File: config.mk
export PLATFORM = sky130hd
export DESIGN_NAME = mem_arbiter
export DESIGN_NICKNAME = d
export VERILOG_FILES = /design/src/rtl/mem_arb_pkg.sv /design/src/rtl/mem_arb_rr.sv /design/src/rtl/mem_arbiter.sv
export SDC_FILE = /design/constraint.sdc
export NUM_CORES = 1
export LEC_CHECK = 0
export CORE_ASPECT_RATIO = 0.7
export CORE_MARGIN = 4
export CORE_UTILIZATION = 40
export CTS_CLUSTER_SIZE = 14
export DETAILED_ROUTE_END_ITERATION = 6
export DONT_BUFFER_PORTS = 1
export PLACE_DENSITY = 0.54
export REMOVE_ABC_BUFFERS = 1
export SYNTH_ARGS = -nofsm -noshare
export SYNTH_HDL_FRONTEND = slang
export SYNTH_SLANG_ARGS = --single-unit
File: constraint.sdc
create_clock -name clk -period 1.9 [get_ports clk]
set_input_delay 0.285 -clock clk [delete_from_list [all_inputs] [get_ports clk]]
set_output_delay 0.285 -clock clk [all_outputs]
set_load 0.03 [all_outputs]
File: src/rtl/mem_arb_pkg.sv
// Shared types and constants for the SRAM port arbiter.
package mem_arb_pkg;

  // Transaction sequencer states: one REQ/WAIT pair per 16-bit half.
  typedef enum logic [2:0] {
    IDLE,
    LO_REQ,
    LO_WAIT,
    HI_REQ,
    HI_WAIT,
    DONE
  } state_t;

  // Grant encodings (also used for the last-served pointer).
  localparam logic GNT_INSTR = 1'b0;
  localparam logic GNT_DATA  = 1'b1;

  // Halfword select, appended as the SRAM address LSB.
  localparam logic HALF_LO = 1'b0;
  localparam logic HALF_HI = 1'b1;

  // Width of the ack watchdog counter: enough to hold the timeout, never below 4 bits.
  function automatic int cnt_width(input int timeout);
    int w;
    w = $clog2(timeout + 1);
    return (w < 4) ? 4 : w;
  endfunction

endpackage

File: src/rtl/mem_arb_rr.sv
// Two-input round-robin picker; remembers which port was served last.
module mem_arb_rr
  import mem_arb_pkg::*;
(
  input  logic clk,
  input  logic reset,
  input  logic req_instr,
  input  logic req_data,
  input  logic update,
  input  logic served,
  output logic pick
);

  logic last_reg;

  // Last-served pointer; starts at data so the instruction port wins the first tie.
  always_ff @(posedge clk or negedge reset) begin
    if (!reset) begin
      last_reg <= GNT_DATA;
    end else if (update) begin
      last_reg <= served;
    end
  end

  // Pick a lone requester, or on a tie the port that was not served last.
  always_comb begin
    pick = GNT_INSTR;
    if (req_instr && req_data) begin
      pick = (last_reg == GNT_DATA) ? GNT_INSTR : GNT_DATA;
    end else if (req_data) begin
      pick = GNT_DATA;
    end
  end

endmodule

File: src/rtl/mem_arbiter.sv
// Arbitrates the instruction and data ports onto the single 16-bit SRAM
// request/ack interface, splitting each 32-bit word into two halfword
// transactions, with an ack watchdog that aborts stalled transactions.
module mem_arbiter
  import mem_arb_pkg::*;
#(
  parameter int WADDR_W     = 19,
  parameter int ACK_TIMEOUT = 15
) (
  input  logic               clk,
  input  logic               reset,
  // Instruction port
  input  logic               i_req,
  input  logic [WADDR_W-1:0] i_addr,
  output logic               i_ack,
  output logic [31:0]        i_rdata,
  output logic               i_err,
  // Data port
  input  logic               d_req,
  input  logic               d_we,
  input  logic [WADDR_W-1:0] d_addr,
  input  logic [31:0]        d_wdata,
  output logic               d_ack,
  output logic [31:0]        d_rdata,
  output logic               d_err,
  // IO controller
  output logic               mem_read,
  output logic               mem_write,
  output logic [31:0]        mem_addr,
  output logic [31:0]        mem_write_data,
  input  logic               mem_ack,
  input  logic [31:0]        mem_read_data,
  // Status
  output logic               busy,
  output logic               grant
);

  localparam int CNT_W = cnt_width(ACK_TIMEOUT);
  localparam logic [CNT_W-1:0] CNT_LAST = CNT_W'(ACK_TIMEOUT - 1);

  state_t               state_reg, state_next;
  logic                 grant_reg, grant_next;
  logic [WADDR_W-1:0]   addr_reg, addr_next;
  logic                 we_reg, we_next;
  logic [31:0]          wdata_reg, wdata_next;
  logic [31:0]          result_reg, result_next;
  logic [CNT_W-1:0]     cnt_reg, cnt_next;
  logic                 err_reg, err_next;
  logic                 rr_pick;
  logic                 half;
  logic                 in_xfer;
  logic                 unused_rdata_hi;

  // The IO controller only returns data on the low 16 bits.
  assign unused_rdata_hi = ^mem_read_data[31:16];

  mem_arb_rr u_rr (
    .clk       (clk),
    .reset     (reset),
    .req_instr (i_req),
    .req_data  (d_req),
    .update    (state_reg == DONE),
    .served    (grant_reg),
    .pick      (rr_pick)
  );

  // State register.
  always_ff @(posedge clk or negedge reset) begin
    if (!reset) begin
      state_reg <= IDLE;
    end else begin
      state_reg <= state_next;
    end
  end

  // Latched request, assembled result, watchdog counter and abort flag.
  always_ff @(posedge clk or negedge reset) begin
    if (!reset) begin
      grant_reg  <= GNT_INSTR;
      addr_reg   <= '0;
      we_reg     <= 1'b0;
      wdata_reg  <= '0;
      result_reg <= '0;
      cnt_reg    <= '0;
      err_reg    <= 1'b0;
    end else begin
      grant_reg  <= grant_next;
      addr_reg   <= addr_next;
      we_reg     <= we_next;
      wdata_reg  <= wdata_next;
      result_reg <= result_next;
      cnt_reg    <= cnt_next;
      err_reg    <= err_next;
    end
  end

  // Next-state logic and all outputs, decoded from the current state.
  always_comb begin
    state_next     = state_reg;
    grant_next     = grant_reg;
    addr_next      = addr_reg;
    we_next        = we_reg;
    wdata_next     = wdata_reg;
    result_next    = result_reg;
    cnt_next       = cnt_reg;
    err_next       = err_reg;
    mem_read       = 1'b0;
    mem_write      = 1'b0;
    mem_addr       = '0;
    mem_write_data = '0;
    i_ack          = 1'b0;
    i_rdata        = '0;
    i_err          = 1'b0;
    d_ack          = 1'b0;
    d_rdata        = '0;
    d_err          = 1'b0;

    half    = (state_reg == HI_REQ || state_reg == HI_WAIT) ? HALF_HI : HALF_LO;
    in_xfer = (state_reg == LO_REQ) || (state_reg == LO_WAIT) ||
              (state_reg == HI_REQ) || (state_reg == HI_WAIT);

    case (state_reg)
      IDLE: begin
        // Requests are only sampled here; mem_ack is ignored.
        if (i_req || d_req) begin
          grant_next  = rr_pick;
          addr_next   = (rr_pick == GNT_DATA) ? d_addr : i_addr;
          we_next     = (rr_pick == GNT_DATA) && d_we;
          wdata_next  = ((rr_pick == GNT_DATA) && d_we) ? d_wdata : 32'h0;
          result_next = '0;
          err_next    = 1'b0;
          state_next  = LO_REQ;
        end
      end
      LO_REQ: begin
        mem_read   = !we_reg;
        mem_write  = we_reg;
        cnt_next   = '0;
        state_next = LO_WAIT;
      end
      LO_WAIT: begin
        if (mem_ack) begin
          result_next[15:0] = mem_read_data[15:0];
          state_next        = HI_REQ;
        end else if (cnt_reg == CNT_LAST) begin
          err_next   = 1'b1;
          state_next = DONE;
        end else begin
          cnt_next = cnt_reg + CNT_W'(1);
        end
      end
      HI_REQ: begin
        mem_read   = !we_reg;
        mem_write  = we_reg;
        cnt_next   = '0;
        state_next = HI_WAIT;
      end
      HI_WAIT: begin
        if (mem_ack) begin
          result_next[31:16] = mem_read_data[15:0];
          state_next         = DONE;
        end else if (cnt_reg == CNT_LAST) begin
          err_next   = 1'b1;
          state_next = DONE;
        end else begin
          cnt_next = cnt_reg + CNT_W'(1);
        end
      end
      DONE: begin
        // Read data is only returned for a read that completed both halves.
        if (grant_reg == GNT_DATA) begin
          d_ack   = 1'b1;
          d_err   = err_reg;
          d_rdata = (!we_reg && !err_reg) ? result_reg : 32'h0;
        end else begin
          i_ack   = 1'b1;
          i_err   = err_reg;
          i_rdata = !err_reg ? result_reg : 32'h0;
        end
        state_next = IDLE;
      end
      default: begin
        state_next = IDLE;
      end
    endcase

    // Address and write data are held from the strobe through the wait.
    if (in_xfer) begin
      mem_addr[WADDR_W:0] = {addr_reg, half};
      mem_write_data      = {16'h0, (half == HALF_HI) ? wdata_reg[31:16] : wdata_reg[15:0]};
    end
  end

  assign busy  = (state_reg != IDLE);
  assign grant = grant_reg;

endmodule
==> flow_results.xml <==
<?xml version="1.0" encoding="UTF-8"?>
<metrics>
  <group name="critical_path">
    <metric name="largest_fanout_of_any_net_on_the_critical_path" unit="">8</metric>
    <metric name="slowest_delay" unit="ns">0.40</metric>
    <metric name="worst_ep_required_time" unit="ns">1.62</metric>
    <metric name="crit_type" unit="">flip-flop to output port</metric>
    <metric name="timing.critical_path.slowest_stage_cell" unit="">dfrtp_1</metric>
    <metric name="crit_top_cell" unit="">buf_6</metric>
    <metric name="worstPathBufferInverterCount" unit="">3</metric>
    <metric name="timing.critical_path.cells" unit="">buf_6 -&gt; nand2b_4 -&gt; buf_6 -&gt; or2_4 -&gt; nor4_4 -&gt; buf_6</metric>
    <metric name="critical_path.endpoint_type" unit="">output port</metric>
    <metric name="arrival" unit="ns">1.97</metric>
    <metric name="element_type_at_the_critical_path_start" unit="">flip-flop</metric>
    <metric name="critical_path.top_delay_family" unit="">simple AND/OR/NAND/NOR gates</metric>
  </group>
  <group name="floorplanning">
    <metric name="die-area" unit="um^2">15000</metric>
    <metric name="rows" unit="">34</metric>
    <metric name="die-height" unit="um">104</metric>
    <metric name="num_io_pins" unit="">244</metric>
    <metric name="fp.coreArea" unit="um^2">12600</metric>
    <metric name="floorplan.initialDensity" unit="">0.414</metric>
    <metric name="floorplan.die.width" unit="um">144</metric>
  </group>
  <group name="pwr">
    <metric name="p_leak" unit="nW">3.26</metric>
    <metric name="power.density" unit="nW/um^2">1590</metric>
    <metric name="report.power.total" unit="mW">12.3</metric>
    <metric name="peakVddDrop" unit="V">0.000853</metric>
  </group>
  <group name="synth">
    <metric name="yosys_warnings" unit="">0</metric>
    <metric name="synth.yosys.seq_area_share" unit="">0.451</metric>
    <metric name="synth_area" unit="um^2">5220</metric>
    <metric name="synth.avg_cell_area" unit="um^2">9.20</metric>
    <metric name="synth_top_cells_by_area" unit="">dfrtp_1 (45%), nor4_1 (7.8%), mux2i_1 (6.9%)</metric>
    <metric name="synthesis.instances" unit="">567</metric>
    <metric name="netlist.top_cell.by_area" unit="">dfrtp_1</metric>
    <metric name="synth-edff-count" unit="">0</metric>
    <metric name="postSynth.topFlopCell" unit="">dfrtp_1</metric>
    <metric name="ys_types" unit="">44</metric>
    <metric name="ys_seq_elements" unit="">94</metric>
    <metric name="synth_largest_type_area_fraction" unit="">0.446</metric>
    <metric name="synth_async_sr_flop_share" unit="">1.00</metric>
  </group>
  <group name="drt">
    <metric name="initialDrtViolationCount" unit="">365</metric>
    <metric name="finalWirelength" unit="um">17200</metric>
    <metric name="vias" unit="">4894</metric>
    <metric name="first_pass_detailed_route_iteration_total" unit="">5</metric>
    <metric name="post_drt_wl_per_cell" unit="um">20.3</metric>
    <metric name="drt_drc_violations_left" unit="">0</metric>
    <metric name="residual_antenna_violating_net_count_after_detailed_routing" unit="">0</metric>
    <metric name="routed_via_density" unit="">5.77</metric>
  </group>
  <group name="grt">
    <metric name="globalRouteMet2Util" unit="">0.344</metric>
    <metric name="grtUsageMet3" unit="">0.0488</metric>
    <metric name="grt_overflow_total" unit="">0</metric>
    <metric name="grt_util_met1" unit="">0.286</metric>
    <metric name="grt_start_max_net_pins" unit="">95</metric>
    <metric name="first_global_vias" unit="">4896</metric>
    <metric name="grt_first_pass_wirelength" unit="um">25800</metric>
    <metric name="grt.busiest_layer" unit="">met2</metric>
    <metric name="grt_util_all_layers" unit="">0.213</metric>
    <metric name="number_of_antenna_violations_at_the_first_check_in_global_routing" unit="">0</metric>
  </group>
  <group name="place">
    <metric name="placement.setup.worst_slack" unit="ns">-0.213</metric>
    <metric name="place.port_buffers" unit="">0</metric>
    <metric name="dp.final_hpwl" unit="um">9840</metric>
    <metric name="place_congestion" unit="">0.832</metric>
    <metric name="placement.cell_area" unit="um^2">6160</metric>
  </group>
  <group name="clocking">
    <metric name="ctsHtreeMaxLevel" unit="">3</metric>
    <metric name="cts_made_buffers" unit="">9</metric>
    <metric name="cts-root-to-sink-buffers" unit="">2</metric>
    <metric name="tritoncts_clock_tree" unit="">yes</metric>
    <metric name="clock_insertion_delay_worst_skew" unit="ns">0.34</metric>
    <metric name="clock_tree.root_cell" unit="">clkbuf_16</metric>
    <metric name="tritoncts_num_sinks" unit="">94</metric>
    <metric name="clk_pin_slew" unit="ns">0.07</metric>
  </group>
  <group name="status">
    <metric name="status" unit="">finished with violations</metric>
    <metric name="failing_checks" unit="">hold timing, setup timing</metric>
  </group>
  <group name="timing">
    <metric name="transition_time_at_the_pin_with_the_least_slew_margin" unit="ns">0.736</metric>
    <metric name="rsz0062_at_grt" unit="">yes</metric>
    <metric name="min_period_over_period" unit="">1.19</metric>
    <metric name="hold_ws" unit="ns">-0.372</metric>
    <metric name="finalSetupViolations" unit="">104</metric>
    <metric name="final_max_slew_viol_count" unit="">0</metric>
    <metric name="period_minus_slack" unit="ns">2.25</metric>
    <metric name="timing_hold_violations_final" unit="">94</metric>
    <metric name="finalWorstSetupSlack" unit="ns">-0.352</metric>
    <metric name="worst_rel_slew_slack" unit="">0.510</metric>
    <metric name="timing.clock.skew" unit="ns">0.0104</metric>
    <metric name="maxClockFrequency" unit="MHz">444</metric>
  </group>
  <group name="finish">
    <metric name="drive_above_1_share" unit="">0.414</metric>
    <metric name="area.growth.synth_to_final" unit="%">48.5</metric>
    <metric name="antenna_cells" unit="">0</metric>
    <metric name="finish.net_count" unit="">791</metric>
    <metric name="final_area" unit="um^2">7740</metric>
    <metric name="fill_cell_total_of_the_finished_layout" unit="">1000</metric>
  </group>
  <group name="flow_run">
    <metric name="drv_cap" unit="">0</metric>
  </group>
  <group name="worst_hold_path">
    <metric name="min-delay-path-class" unit="">primary input to async pin</metric>
  </group>
</metrics>
worst register-to-register path, cell delays in order, from the launching register on:
cell and delay [ns]:
dfrtp_1 0.38, buf_6 0.14, buf_4 0.11, buf_4 0.14, nor3_1 0.08, a2111oi_4 0.39
buf_12 0.23, nand3_1 0.10, o21ai_0 0.11
synthesized netlist by cell type (2+ instances only):
cell       count
inv_1         42
a21oi_1        4
a2111oi_4      2
nor4_1        65
nor2_1        27
a22o_1        33
nand3_1       37
a32oi_1        2
o21ai_1        3
and3_1         4
nor3_1         3
nand2_1       29
ha_1           2
buf_4         31
dfrtp_1       93
a21o_1         2
a31oi_1        2
o21ai_0       55
nor2b_1        3
buf_2         17
mux2i_1       36
and2_1        20
clkbuf_1      33
buf_6          2
cell families (layout without fill, tap and decap cells):
| family | Yosys count | count (layout) | synth area share |
|---|---|---|---|
| adder cells (fa/ha/maj) | 2 | 2 | 0.00480 |
| AND/OR/NAND/NOR | 194 | 199 | 0.200 |
| other | 1 | 28 | 0.000719 |
| AO/OA/AOI/OAI | 114 | 114 | 0.152 |
| flip-flops | 94 | 94 | 0.451 |
| multiplexers | 36 | 36 | 0.0691 |
| buffers and inverters | 126 | 213 | 0.122 |
cell type report:
type	count	area [um^2]	area share
clock buffers	10	239	0.0309
clock inverters	6	67.6	0.00873
inverters	42	161	0.0208
multi-input cells	379	3150	0.407
flip-flops and latches	94	2360	0.304
well taps	162	203	0.0262
repair buffers	155	1570	0.202
per-layer routing:
layer  up-vias  wire [um]  part of all wire
met5         -          0                 0
met1      2400       6970              0.40
met4         0        449             0.026
met2       263       8440              0.49
li1       2193          -                 -
met3        38       1390             0.080
cells in the final DEF (no fill, tap or decap), drive strengths merged, types with 2 or more instances in the layout:
| cell | count |
|---|---|
| buf | 152 |
| dfrtp | 93 |
| nor4 | 65 |
| o21ai | 58 |
| inv | 43 |
| nand3 | 37 |
| mux2i | 36 |
| a22o | 33 |
| nand2 | 29 |
| conb | 28 |
| nor2 | 27 |
| and2 | 20 |
| clkbuf | 13 |
| or2 | 6 |
| a21oi | 4 |
| and3 | 4 |
| nor3 | 4 |
| clkinvlp | 3 |
| nor2b | 3 |
| a31oi | 2 |
| a32oi | 2 |
| a2111oi | 2 |
| ha | 2 |
| a21o | 2 |
repair_timing:
item,CTS,global route
endpoints found under the setup margin,104,108
setup buffers,9,10
pin swaps,5,30
cloned,7,3
hold endpoints to repair,94,94
resized for setup,110,82
final timing paths:
path                                           startpoint                          to  slack [ns]  cells past startpoint
worst max-delay path             state_reg[1]$_DFFE_PN0P_                  i_rdata[4]       -0.35                      6
max in group asynchronous                           reset   u_rr.last_reg$_DFFE_PN1P_        2.06                      0
min in group clk                               d_wdata[3]    wdata_reg[3]$_DFFE_PN0P_        0.07                      1
worst min-delay path                                reset  result_reg[18]$_DFFE_PN0P_       -0.37                      0
worst max register to register   state_reg[2]$_DFFE_PN0P_  result_reg[30]$_DFFE_PN0P_        0.14                      8
worst min register to register  u_rr.last_reg$_DFFE_PN1P_   u_rr.last_reg$_DFFE_PN1P_        0.47                      2
power by group:
group	internal (mW)	total (mW)	switching (mW)
Combinational	2.91	7.05	4.14
Sequential	2.88	3.35	0.463
Clock	1.06	1.88	0.814
through the flow:
stage / setup TNS [ns] / std cells / hold WS (ns) / utilization
6_report: -23.23 / 848 / -0.372 / 0.615
5_1_grt: -30.80 / 848 / -0.390 / 0.615
4_1_cts: -19.86 / 836 / -0.379 / 0.575
3_5_place_dp: -8.50 / 804 / -0.00907 / 0.489
3_3_place_gp: -4.96 / 804 / -0.00872 / 0.489
2_1_floorplan: -144.65 / 510 / -0.0106 / -
(Power assumes the default switching activity.)
